### src/rtl/button_debounce_if.sv
// Button conditioner bus: raw pad inputs in, debounced pulses and levels out.
interface button_debounce_if;
    logic btn_l_raw;
    logic btn_r_raw;
    logic left;
    logic right;
    logic left_level;
    logic right_level;

    // Driver of the raw buttons, consumer of the conditioned outputs.
    modport master (
        output btn_l_raw,
        output btn_r_raw,
        input  left,
        input  right,
        input  left_level,
        input  right_level
    );

    // The debouncer itself.
    modport slave (
        input  btn_l_raw,
        input  btn_r_raw,
        output left,
        output right,
        output left_level,
        output right_level
    );
endinterface

### src/rtl/button_debounce.sv
// Two-channel button synchroniser/debouncer producing a one-cycle press pulse
// and a debounced level per channel (channel 0 = left, channel 1 = right).
// Optional auto-repeat while held: define BTN_AUTOREPEAT_EN.
module button_debounce #(
    parameter int unsigned DEBOUNCE_CYCLES = 16,
    parameter int unsigned CNT_W           = 5
`ifdef BTN_AUTOREPEAT_EN
    ,
    parameter int unsigned HOLD_CYCLES     = 64,
    parameter int unsigned REPEAT_CYCLES   = 16,
    parameter int unsigned RPT_W           = 7
`endif
) (
    input  logic               clk,
    input  logic               reset,
    button_debounce_if.slave   bus
);

    localparam int unsigned NUM_CH = 2;

    typedef enum logic [1:0] {
        IDLE         = 2'd0,
        PRESS_WAIT   = 2'd1,
        HELD         = 2'd2,
        RELEASE_WAIT = 2'd3
    } state_t;

    logic [NUM_CH-1:0] raw;
    logic [NUM_CH-1:0] pulse;
    logic [NUM_CH-1:0] level;

    assign raw = {bus.btn_r_raw, bus.btn_l_raw};

    assign bus.left        = pulse[0];
    assign bus.right       = pulse[1];
    assign bus.left_level  = level[0];
    assign bus.right_level = level[1];

    for (genvar i = 0; i < NUM_CH; i++) begin : g_ch
        logic             sync1;
        logic             sync2;
        state_t           state;
        state_t           state_nxt;
        logic [CNT_W-1:0] cnt;
        logic [CNT_W-1:0] cnt_nxt;
        logic             press_c;
        logic             pulse_nxt;
        logic             pulse_q;
        logic             level_nxt;
        logic             level_q;

        // Two-flop synchroniser for the asynchronous pad input.
        always_ff @(posedge clk) begin
            if (reset) begin
                sync1 <= 1'b0;
                sync2 <= 1'b0;
            end else begin
                sync1 <= raw[i];
                sync2 <= sync1;
            end
        end

        // Debounce state, counter and registered outputs.
        always_ff @(posedge clk) begin
            if (reset) begin
                state   <= IDLE;
                cnt     <= '0;
                pulse_q <= 1'b0;
                level_q <= 1'b0;
            end else begin
                state   <= state_nxt;
                cnt     <= cnt_nxt;
                pulse_q <= pulse_nxt;
                level_q <= level_nxt;
            end
        end

        // Next-state logic: a change is accepted after DEBOUNCE_CYCLES stable samples.
        always_comb begin
            state_nxt = state;
            cnt_nxt   = cnt;
            press_c   = 1'b0;
            level_nxt = level_q;
            case (state)
                IDLE: begin
                    cnt_nxt = '0;
                    if (sync2) begin
                        state_nxt = PRESS_WAIT;
                        cnt_nxt   = CNT_W'(1);
                    end
                end
                PRESS_WAIT: begin
                    if (!sync2) begin
                        state_nxt = IDLE;
                        cnt_nxt   = '0;
                    end else if (cnt == CNT_W'(DEBOUNCE_CYCLES - 1)) begin
                        state_nxt = HELD;
                        cnt_nxt   = '0;
                        press_c   = 1'b1;
                        level_nxt = 1'b1;
                    end else begin
                        cnt_nxt = cnt + CNT_W'(1);
                    end
                end
                HELD: begin
                    cnt_nxt = '0;
                    if (!sync2) begin
                        state_nxt = RELEASE_WAIT;
                        cnt_nxt   = CNT_W'(1);
                    end
                end
                RELEASE_WAIT: begin
                    if (sync2) begin
                        state_nxt = HELD;
                        cnt_nxt   = '0;
                    end else if (cnt == CNT_W'(DEBOUNCE_CYCLES - 1)) begin
                        state_nxt = IDLE;
                        cnt_nxt   = '0;
                        level_nxt = 1'b0;
                    end else begin
                        cnt_nxt = cnt + CNT_W'(1);
                    end
                end
                default: begin
                    state_nxt = IDLE;
                    cnt_nxt   = '0;
                end
            endcase
        end

`ifdef BTN_AUTOREPEAT_EN
        logic [RPT_W-1:0] rpt;
        logic [RPT_W-1:0] rpt_nxt;
        logic             rep_mode;
        logic             rep_mode_nxt;
        logic             rpt_fire;

        // Repeat timer: first repeat after HOLD_CYCLES, then every REPEAT_CYCLES;
        // it only advances while staying in HELD, so it freezes in RELEASE_WAIT.
        always_comb begin
            rpt_nxt      = rpt;
            rep_mode_nxt = rep_mode;
            rpt_fire     = 1'b0;
            if ((state == IDLE) || press_c) begin
                rpt_nxt      = '0;
                rep_mode_nxt = 1'b0;
            end else if ((state == HELD) && sync2) begin
                if (!rep_mode && (rpt == RPT_W'(HOLD_CYCLES - 1))) begin
                    rpt_fire     = 1'b1;
                    rpt_nxt      = '0;
                    rep_mode_nxt = 1'b1;
                end else if (rep_mode && (rpt == RPT_W'(REPEAT_CYCLES - 1))) begin
                    rpt_fire = 1'b1;
                    rpt_nxt  = '0;
                end else begin
                    rpt_nxt = rpt + RPT_W'(1);
                end
            end
        end

        // Repeat timer registers.
        always_ff @(posedge clk) begin
            if (reset) begin
                rpt      <= '0;
                rep_mode <= 1'b0;
            end else begin
                rpt      <= rpt_nxt;
                rep_mode <= rep_mode_nxt;
            end
        end

        assign pulse_nxt = press_c | rpt_fire;
`else
        assign pulse_nxt = press_c;
`endif

        assign pulse[i] = pulse_q;
        assign level[i] = level_q;
    end

endmodule

### src/flat_wrapper.sv
// flat-port wrapper written by rule: the top's interface ports become plain ports
module button_debounce_flat 
#(
    parameter int unsigned DEBOUNCE_CYCLES = 16,
    parameter int unsigned CNT_W           = 5

)
  (clk, reset, bus_btn_l_raw, bus_btn_r_raw, bus_left, bus_right, bus_left_level, bus_right_level);
  button_debounce_if bus_i ();
  input  logic clk;
  input  logic reset;
  input wire logic [$bits(bus_i.btn_l_raw)-1:0] bus_btn_l_raw;
  input wire logic [$bits(bus_i.btn_r_raw)-1:0] bus_btn_r_raw;
  output wire logic [$bits(bus_i.left)-1:0] bus_left;
  output wire logic [$bits(bus_i.right)-1:0] bus_right;
  output wire logic [$bits(bus_i.left_level)-1:0] bus_left_level;
  output wire logic [$bits(bus_i.right_level)-1:0] bus_right_level;
  assign bus_i.btn_l_raw = bus_btn_l_raw;
  assign bus_i.btn_r_raw = bus_btn_r_raw;
  assign bus_left = bus_i.left;
  assign bus_right = bus_i.right;
  assign bus_left_level = bus_i.left_level;
  assign bus_right_level = bus_i.right_level;
  button_debounce #(.DEBOUNCE_CYCLES(DEBOUNCE_CYCLES), .CNT_W(CNT_W)) u_core (.clk(clk), .reset(reset), .bus(bus_i));
endmodule
### config.mk
export PLATFORM = sky130hd
export DESIGN_NAME = button_debounce_flat
export DESIGN_NICKNAME = d
export VERILOG_FILES = /design/src/rtl/button_debounce_if.sv /design/src/rtl/button_debounce.sv /design/src/flat_wrapper.sv
export SDC_FILE = /design/constraint.sdc
export NUM_CORES = 1
export LEC_CHECK = 0
export CAP_MARGIN = 20
export CELL_PAD_IN_SITES_DETAIL_PLACEMENT = 1
export CELL_PAD_IN_SITES_GLOBAL_PLACEMENT = 1
export CORE_UTILIZATION = 42
export DETAILED_ROUTE_END_ITERATION = 8
export PLACE_DENSITY = 0.82
export SYNTH_ARGS = -nofsm -noshare
export SYNTH_HDL_FRONTEND = slang
export SYNTH_SLANG_ARGS = --single-unit
### constraint.sdc
create_clock -name clk -period 1.5 [get_ports clk]
set_input_delay 0.3 -clock clk [delete_from_list [all_inputs] [get_ports clk]]
set_output_delay 0.3 -clock clk [all_outputs]
set_load 0.1 [all_outputs]
* Yosys cells after proc, flatten, opt, wreduce, memory -nomap -nowiden *
Index checks and enable logic that the tools add are counted.

word-level totals
  output and inout port bits = 4
  flip-flop bits (word level) = 22
  logic and storage cells = 90

operators by class
  mux-type cells = 38
  equality and inequality tests = 24
  reduce and logical (&&, ||, !) cells = 10
  $add $sub $neg = 2
  bitwise gates (word level) = 4

operators by type and width
  cell                   number
  $pmux W5 S4            2
  $mux W5                6
  $mux W2                12
  $ne A2 B1 Y1 const B   8
  $pmux W2 S4            2
  $mux W1                14
  $add A5 B1 Y5 const B  2
  $eq A5 B4 Y1 const B   2
  $reduce_and A5 Y1      2
  $eq A2 B2 Y1 const B   4
  $ne A2 B2 Y1 const B   4
  $reduce_and A4 Y1      2
  $ne A3 B1 Y1 const B   2
  $ne A3 B3 Y1 const B   2
  $reduce_or A3 Y1       2
  $eq A2 B1 Y1 const B   2
  $logic_not A2 Y1       2
  $not A1 Y1             4
  $pmux W1 S2            2
  $reduce_bool A2 Y1     2

* Longest topological paths before layout *
Gate-level depths: netlist of run 1.

  depth after elaboration = 4
  gate-level depth with buffers = 4
  depth with buffers taken out = 4

* Worst setup path before layout of run 1 *
OpenSTA, ideal clock, no wires.

  path type = register -> register
  start = register, netlist name u_core.bus.right_level
  end = register u_core.g_ch[1].level_q (netlist: u_core.bus.right_level)
  stages on the path, launching flop included = 4
  period minus slack after synthesis = 1584 ps
  setup time = 95 ps
  buffers on the path = 0
  data required time = 1405 ps
  slack = -84 ps
  arrival = 1488 ps
  cell sequence = dfxtp_1 inv_1 or3_1 o311ai_1

RTL lines
  item                    RTL line               source
  end signal: assignment  button_debounce.sv:74  level_q <= level_nxt;
  end: declaration        button_debounce.sv:50  logic level_q;

* Worst setup path after layout of run 1 *
  start = register u_core.g_ch[1].cnt[0]
  end = register u_core.g_ch[1].level_q (netlist: u_core.bus.right_level)

on the way
  word-level cells in the longest chain between the ends = 3
  elaborated cells on any way between the ends = 4
  classes of those cells = 3 x eq/ne; 1 x reduce/logical

ends and longest elaborated chain
  item                                    RTL line                                       source
  start: declaration                      button_debounce.sv:44                          logic [CNT_W-1:0] cnt;
  start signal: assignment                button_debounce.sv:72                          cnt <= cnt_nxt;
  $eq A5 B4 Y1 (*)                        button_debounce.sv:96, button_debounce.sv:116
  $ne A2 B1 Y1 (no source line)           --
  $reduce_and A5 Y1 (no source line) (*)  --

Mark *: on every way between the ends. The rest lies on a longest branch, timed or not.
A chain may end at the register's enable or synchronous reset.

==> flow_summary.json, run 1 <==
{
  "outcome": "completed",
  "clk_pin_slew_ns": 0.14,
  "ys_seq_area_share_pct": 50.5,
  "p_total_w": 0.00123,
  "fin_crit_sh_pct": 89.0,
  "core_um2": 1960,
  "viasPerCell": 5.33,
  "hold_viol_final": 0,
  "num_rows": 16,
  "drive_above_1_share_pct": 18.9,
  "syn_area_um2": 872,
  "grt_pass1_vias": 615,
  "cp_slowest_cell": "dfxtp_1",
  "critPathMaxStageDelay_ns": 0.38,
  "cts_resized": 0,
  "die_x_um": 47.6,
  "antenna_left": 0,
  "cts-root-buf": "clkbuf_4",
  "yosys_warnings": 0,
  "h-tree-depth": 1,
  "drv_cap": 0,
  "avgSynthCellArea_um2": 10.6,
  "cts_hold_buf": 0,
  "worstSetupEndpointType": "register",
  "cp_cell_sequence": "ha_1 > and4b_4 > nand2_4 > o311ai_1",
  "die_h_um": 47.6,
  "path_depth": 4,
  "areaGrowthSynthToFinish_pct": 25.0,
  "cts_tree": "built",
  "finClkSkew_ns": 0.0197,
  "grt_pass1_wl_mm": 2.62,
  "worst_ir_drop_vdd_mv": 1.08,
  "ys_ff_latch": 22,
  "synth_top_cells_by_area": "dfxtp_1, nor2b_1, and4_1, xnor2_1, and2_1",
  "totalWireLength_mm": 1.68,
  "ys_types": 30,
  "fin_nets": 102,
  "io_pins": 8,
  "cp.required_ns": 1.73,
  "vias": 650,
  "start_util_pct": 44.5,
  "period_needed_ns": 1.33,
  "clk_latency_ns": 0.32,
  "post-route-drc-count": 0,
  "path_max_fanout": 5,
  "crit_type": "register to register",
  "crit_family": "simple AND/OR/NAND/NOR gates",
  "synth_cells": 82,
  "setup_viol": 0,
  "diodes": 0,
  "grt_antenna_before_repair": 0,
  "p_leak_nw": 0.418,
  "yosysTopAreaCell": "dfxtp_1",
  "grt_max_degree": 14,
  "multi_input_area_um2": 409,
  "post-dp-hpwl_mm": 1.27,
  "cts_setup_buffers": 0,
  "synth_fp_nets": 88,
  "wl_per_cell_um": 13.7,
  "grtUsageTotal_pct": 16.8,
  "clock-sinks": 22,
  "whs_ns": 0.444,
  "fmax_mhz": 749,
  "max_slew.worst_pin.slew_ns": 0.329,
  "slew_violations": 0,
  "min_path_type": "register to register",
  "portBuffers": 7,
  "regArea_um2": 443,
  "gp_congestion": 0.649,
  "fillers": 232,
  "r2r_cells": 4,
  "rsz0062_at_grt": "no",
  "cts_buffers": 3,
  "slew_headroom_pct": 77.9,
  "dr.first_iter.drc_count": 4,
  "holdPathStages": 1,
  "synth_top_area_share_pct": 50.5,
  "cp-start-kind": "register",
  "clock_path_buffers": 2,
  "crit_arrival_ns": 1.57,
  "dr.pass1.iters": 3,
  "cp_num_buf_inv": 0,
  "p_per_area_nw_per_um2": 1130,
  "grt_overflow_total": 0,
  "die_area_um2": 2260
}
## metal layers
metal / wire, um / GRT usage (%) / share of wire [%] / up-vias
li1: - / - / - / 321
met1: 729 / 19.6 / 43 / 321
met2: 897 / 31.0 / 54 / 6
met3: 31 / 3.40 / 1.8 / 2
met4: 18 / 5.00 / 1.1 / 0
met5: 0 / 0 / 0 / -
## registers in the layout, indices dropped and copies added, names as in the netlist, named ones only
signal and count:
u_core.bus.left 1, u_core.bus.left_level 1, u_core.bus.right 1, u_core.bus.right_level 1, u_core.g_ch.cnt 10, u_core.g_ch.state 2, u_core.g_ch.sync1 2, u_core.g_ch.sync2 2
## final timing paths
check / startpoint / endpoint / slack (ns)
max: u_core.g_ch[1].cnt[0]$_SDFF_PP0_ / u_core.bus.right_level$_SDFFE_PP0P_ / 0.17
min reg2reg: u_core.g_ch[0].sync1$_SDFF_PP0_ / u_core.g_ch[0].sync2$_SDFF_PP0_ / 0.44
min: u_core.g_ch[0].sync1$_SDFF_PP0_ / u_core.g_ch[0].sync2$_SDFF_PP0_ / 0.44
max reg2reg: u_core.g_ch[1].cnt[0]$_SDFF_PP0_ / u_core.bus.right_level$_SDFFE_PP0P_ / 0.17
## synthesized netlist by cell type
| cell | number |
|---|---|
| dfxtp_1 | 22 |
| nand2_4 | 1 |
| o21ba_2 | 1 |
| nor3_1 | 2 |
| clkbuf_1 | 1 |
| nor3b_2 | 2 |
| a21oi_1 | 2 |
| nand2_1 | 2 |
| a211oi_1 | 1 |
| nand2b_1 | 2 |
| ha_1 | 2 |
| and4b_1 | 1 |
| nor2b_1 | 6 |
| o21a_1 | 1 |
| a311o_1 | 2 |
| nand3_1 | 5 |
| nor4_1 | 2 |
| inv_1 | 5 |
| and4_1 | 3 |
| xor2_1 | 2 |
| or3_1 | 1 |
| and3_1 | 1 |
| o311ai_1 | 2 |
| nor4bb_1 | 1 |
| mux2i_1 | 1 |
| and2_1 | 4 |
| nand4b_1 | 1 |
| o21ai_0 | 2 |
| and4b_4 | 1 |
| xnor2_1 | 3 |
## worst reg2reg max path: cells and delay by family, from the launching register on
family / cells / cell delay (ns)
AO/OA/AOI/OAI: 1 / 0.25
adder cells (fa/ha/maj): 1 / 0.22
flip-flops: 1 / 0.38
AND/OR/NAND/NOR: 2 / 0.39
## cells by family after synthesis
kind of cell	count (synthesis)	share of synthesized area [%]
compound gates	11	9.47
flops	22	50.5
fa+ha+maj	2	2.87
xor+xnor	5	5.02
buf+inv	6	2.58
mux	1	1.15
simple gates	35	28.4
## metrics by stage
stage	cells	utilization (%)	setup TNS [ns]	area [um2]	setup slack, ns
5_1_grt	122	55.5	0	1090	0.0124
4_1_cts	122	55.5	0	1090	0.154
2_1_floorplan	82	-	0	875	0.231
3_3_place_gp	118	52.9	-0.000705	1040	-0.000490
6_report	122	55.5	0	1090	0.165
3_5_place_dp	118	52.9	-0.0474	1040	-0.0253
## area by class of cell
| class | count | area share [%] |
|---|---|---|
| multi-input combinational | 54 | 37.5 |
| inverter | 5 | 1.72 |
| timing repair buffer | 10 | 12.2 |
| sequential | 22 | 40.6 |
| clock buffer | 3 | 2.07 |
| tap | 27 | 3.10 |
| clock inverter | 1 | 2.76 |
## power by group
group | internal [W] | switching, W | leakage, nW
Clock | 0.000270 | 0.000186 | 0.0279
Sequential | 0.000603 | 0.0000158 | 0.179
Combinational | 0.0000633 | 0.0000904 | 0.211
Total | 0.000937 | 0.000292 | 0.418
## placed cells by master (no fill, tap or decap), types with 3 or more instances in the layout
cell / instances
clkdlybuf4s50_1: 3
nor2b_1: 6
and2_1: 4
dfxtp_1: 20
inv_1: 5
buf_12: 4
nand3_1: 5
and4_1: 3
xnor2_1: 3
buf_4: 3
clkbuf_4: 3
No activity file was read; power rests on OpenSTA's default activity.
==> run 2: changes to the inputs <==
- CORE_MARGIN: unset -> 3
==> flow_summary.json, run 2 (synthesis gave the netlist of run 1 again) <==
{
  "outcome": "completed",
  "r2r_cells": 4,
  "stdcell_count": 120,
  "slew_headroom_pct": 80.0,
  "die_area_um2": 2660,
  "grt_max_degree": 14,
  "holdPathStages": 1,
  "p_leak_nw": 0.411,
  "min_path_type": "register to register",
  "cp.required_ns": 1.69,
  "post-dp-hpwl_mm": 1.29,
  "crit_arrival_ns": 1.58,
  "post-route-drc-count": 0,
  "whs_ns": 0.458,
  "cts_hold_buf": 0,
  "rsz0062_at_grt": "no",
  "finalInstanceArea_um2": 1070,
  "die_x_um": 51.6,
  "dr.first_iter.drc_count": 6,
  "start_util_pct": 47.4,
  "cts_buffers": 3,
  "viasPerCell": 5.19,
  "clock-sinks": 22,
  "die_h_um": 51.6,
  "hold_viol_final": 0,
  "num_rows": 15,
  "cts_tree": "built",
  "slew_violations": 0,
  "postPlaceCellArea_um2": 1030,
  "critPathMaxStageDelay_ns": 0.38,
  "io_pins": 8,
  "reg2reg_from": "u_core.g_ch[1].cnt[0]$_SDFF_PP0_",
  "tns_ns": 0,
  "grt_overflow_total": 0,
  "dp_cells": 116,
  "multi_input_area_um2": 409,
  "setup_viol": 0,
  "core_um2": 1840,
  "grt_pass1_wl_mm": 3.08,
  "drv_cap": 0,
  "path_depth": 4,
  "grt_antenna_before_repair": 0,
  "crit_start": "u_core.g_ch[1].cnt[0]$_SDFF_PP0_",
  "gp_congestion": 0.711,
  "vias": 623,
  "largest_reg_flops": 10,
  "p_per_area_nw_per_um2": 1020,
  "final_common_cell": "dfxtp_1",
  "clk_latency_ns": 0.30,
  "cp-start-kind": "register",
  "cp_cell_sequence": "ha_1 > and4b_4 > nand2_4 > o311ai_1",
  "crit_family": "flip-flops",
  "cts_setup_buffers": 0,
  "max_slew.worst_pin.slew_ns": 0.297,
  "finClkSkew_ns": 0.00131,
  "drive_above_1_share_pct": 18.9,
  "cp_slowest_cell": "dfxtp_1",
  "h-tree-depth": 1,
  "totalWireLength_mm": 1.70,
  "crit_type": "register to register",
  "wl_per_cell_um": 14.2,
  "grt_pass1_vias": 675,
  "fillers": 219,
  "clock_path_buffers": 2,
  "diodes": 0,
  "grtUsageTotal_pct": 16.1,
  "worst_ir_drop_vdd_mv": 0.616,
  "clk_pin_slew_ns": 0.12,
  "antenna_left": 0,
  "dr.pass1.iters": 3,
  "path_max_fanout": 5,
  "layout.cells.most_common_list": "dfxtp_1, nor2b_1, inv_1, nand3_1",
  "regMostFlops": "u_core.g_ch.cnt",
  "fmax_mhz": 722,
  "portBuffers": 7,
  "worstSetupEndpointType": "register",
  "regArea_um2": 443,
  "cp_num_buf_inv": 0,
  "fin_crit_sh_pct": 92.4,
  "cts-root-buf": "clkbuf_4",
  "cts_resized": 0,
  "areaGrowthSynthToFinish_pct": 22.8,
  "fin_nets": 102,
  "period_needed_ns": 1.39,
  "hp-start": "u_core.g_ch[1].sync1$_SDFF_PP0_"
}
==> run 2: cell count changes in the layout (fill, tap and decap cells not counted), sizes merged <==
cell	before	now
bufinv	1	0
clkbuf	3	4
==> run 2: path summary, 6_finish.rpt <==
path	endpoint	slack, ns
min reg2reg	u_core.g_ch[1].sync2$_SDFF_PP0_	0.46
max reg2reg	u_core.bus.right_level$_SDFFE_PP0P_	0.11
min	u_core.g_ch[1].sync2$_SDFF_PP0_	0.46
max	u_core.bus.right_level$_SDFFE_PP0P_	0.11
==> run 2: final cells by class <==
cell class | count | area share, %
flip-flops and latches | 22 | 41.4
multi-input cells | 54 | 38.2
repair buffers | 10 | 12.4
clock buffers | 4 | 3.39
well taps | 25 | 2.92
inverters | 5 | 1.75
==> run 2: worst register-to-register path, stage by stage (launching register included) <==
cell      delay (ns)
dfxtp_1         0.38
ha_1            0.21
and4b_4         0.31
nand2_4         0.07
o311ai_1        0.31
==> run 2: routing by layer <==
metal  up-vias  global-route usage, %  wire, um
met5         -                      0         0
met4         0                   6.55        23
met3         2                   3.44        37
met2         6                   27.1       814
met1       294                   20.0       826
li1        321                      -         -
==> run 2: per-stage QoR <==
| stage | power, W | setup slack, ns | utilization (%) |
|---|---|---|---|
| after floorplan | 0.000721 | 0.231 | - |
| after CTS | 0.00111 | 0.0967 | 58.2 |
| after global routing | 0.00114 | 0.00276 | 58.2 |
| after detailed placement | 0.000789 | 0.0226 | 56.3 |
| after global placement | 0.000782 | 0.0748 | 56.3 |
| final | 0.00109 | 0.114 | 58.2 |
==> run 2: report_power, final <==
part           switching, W  internal (W)
combinational     0.0000923     0.0000635
clock              0.000171      0.000148
sequential        0.0000166      0.000603
total              0.000280      0.000814
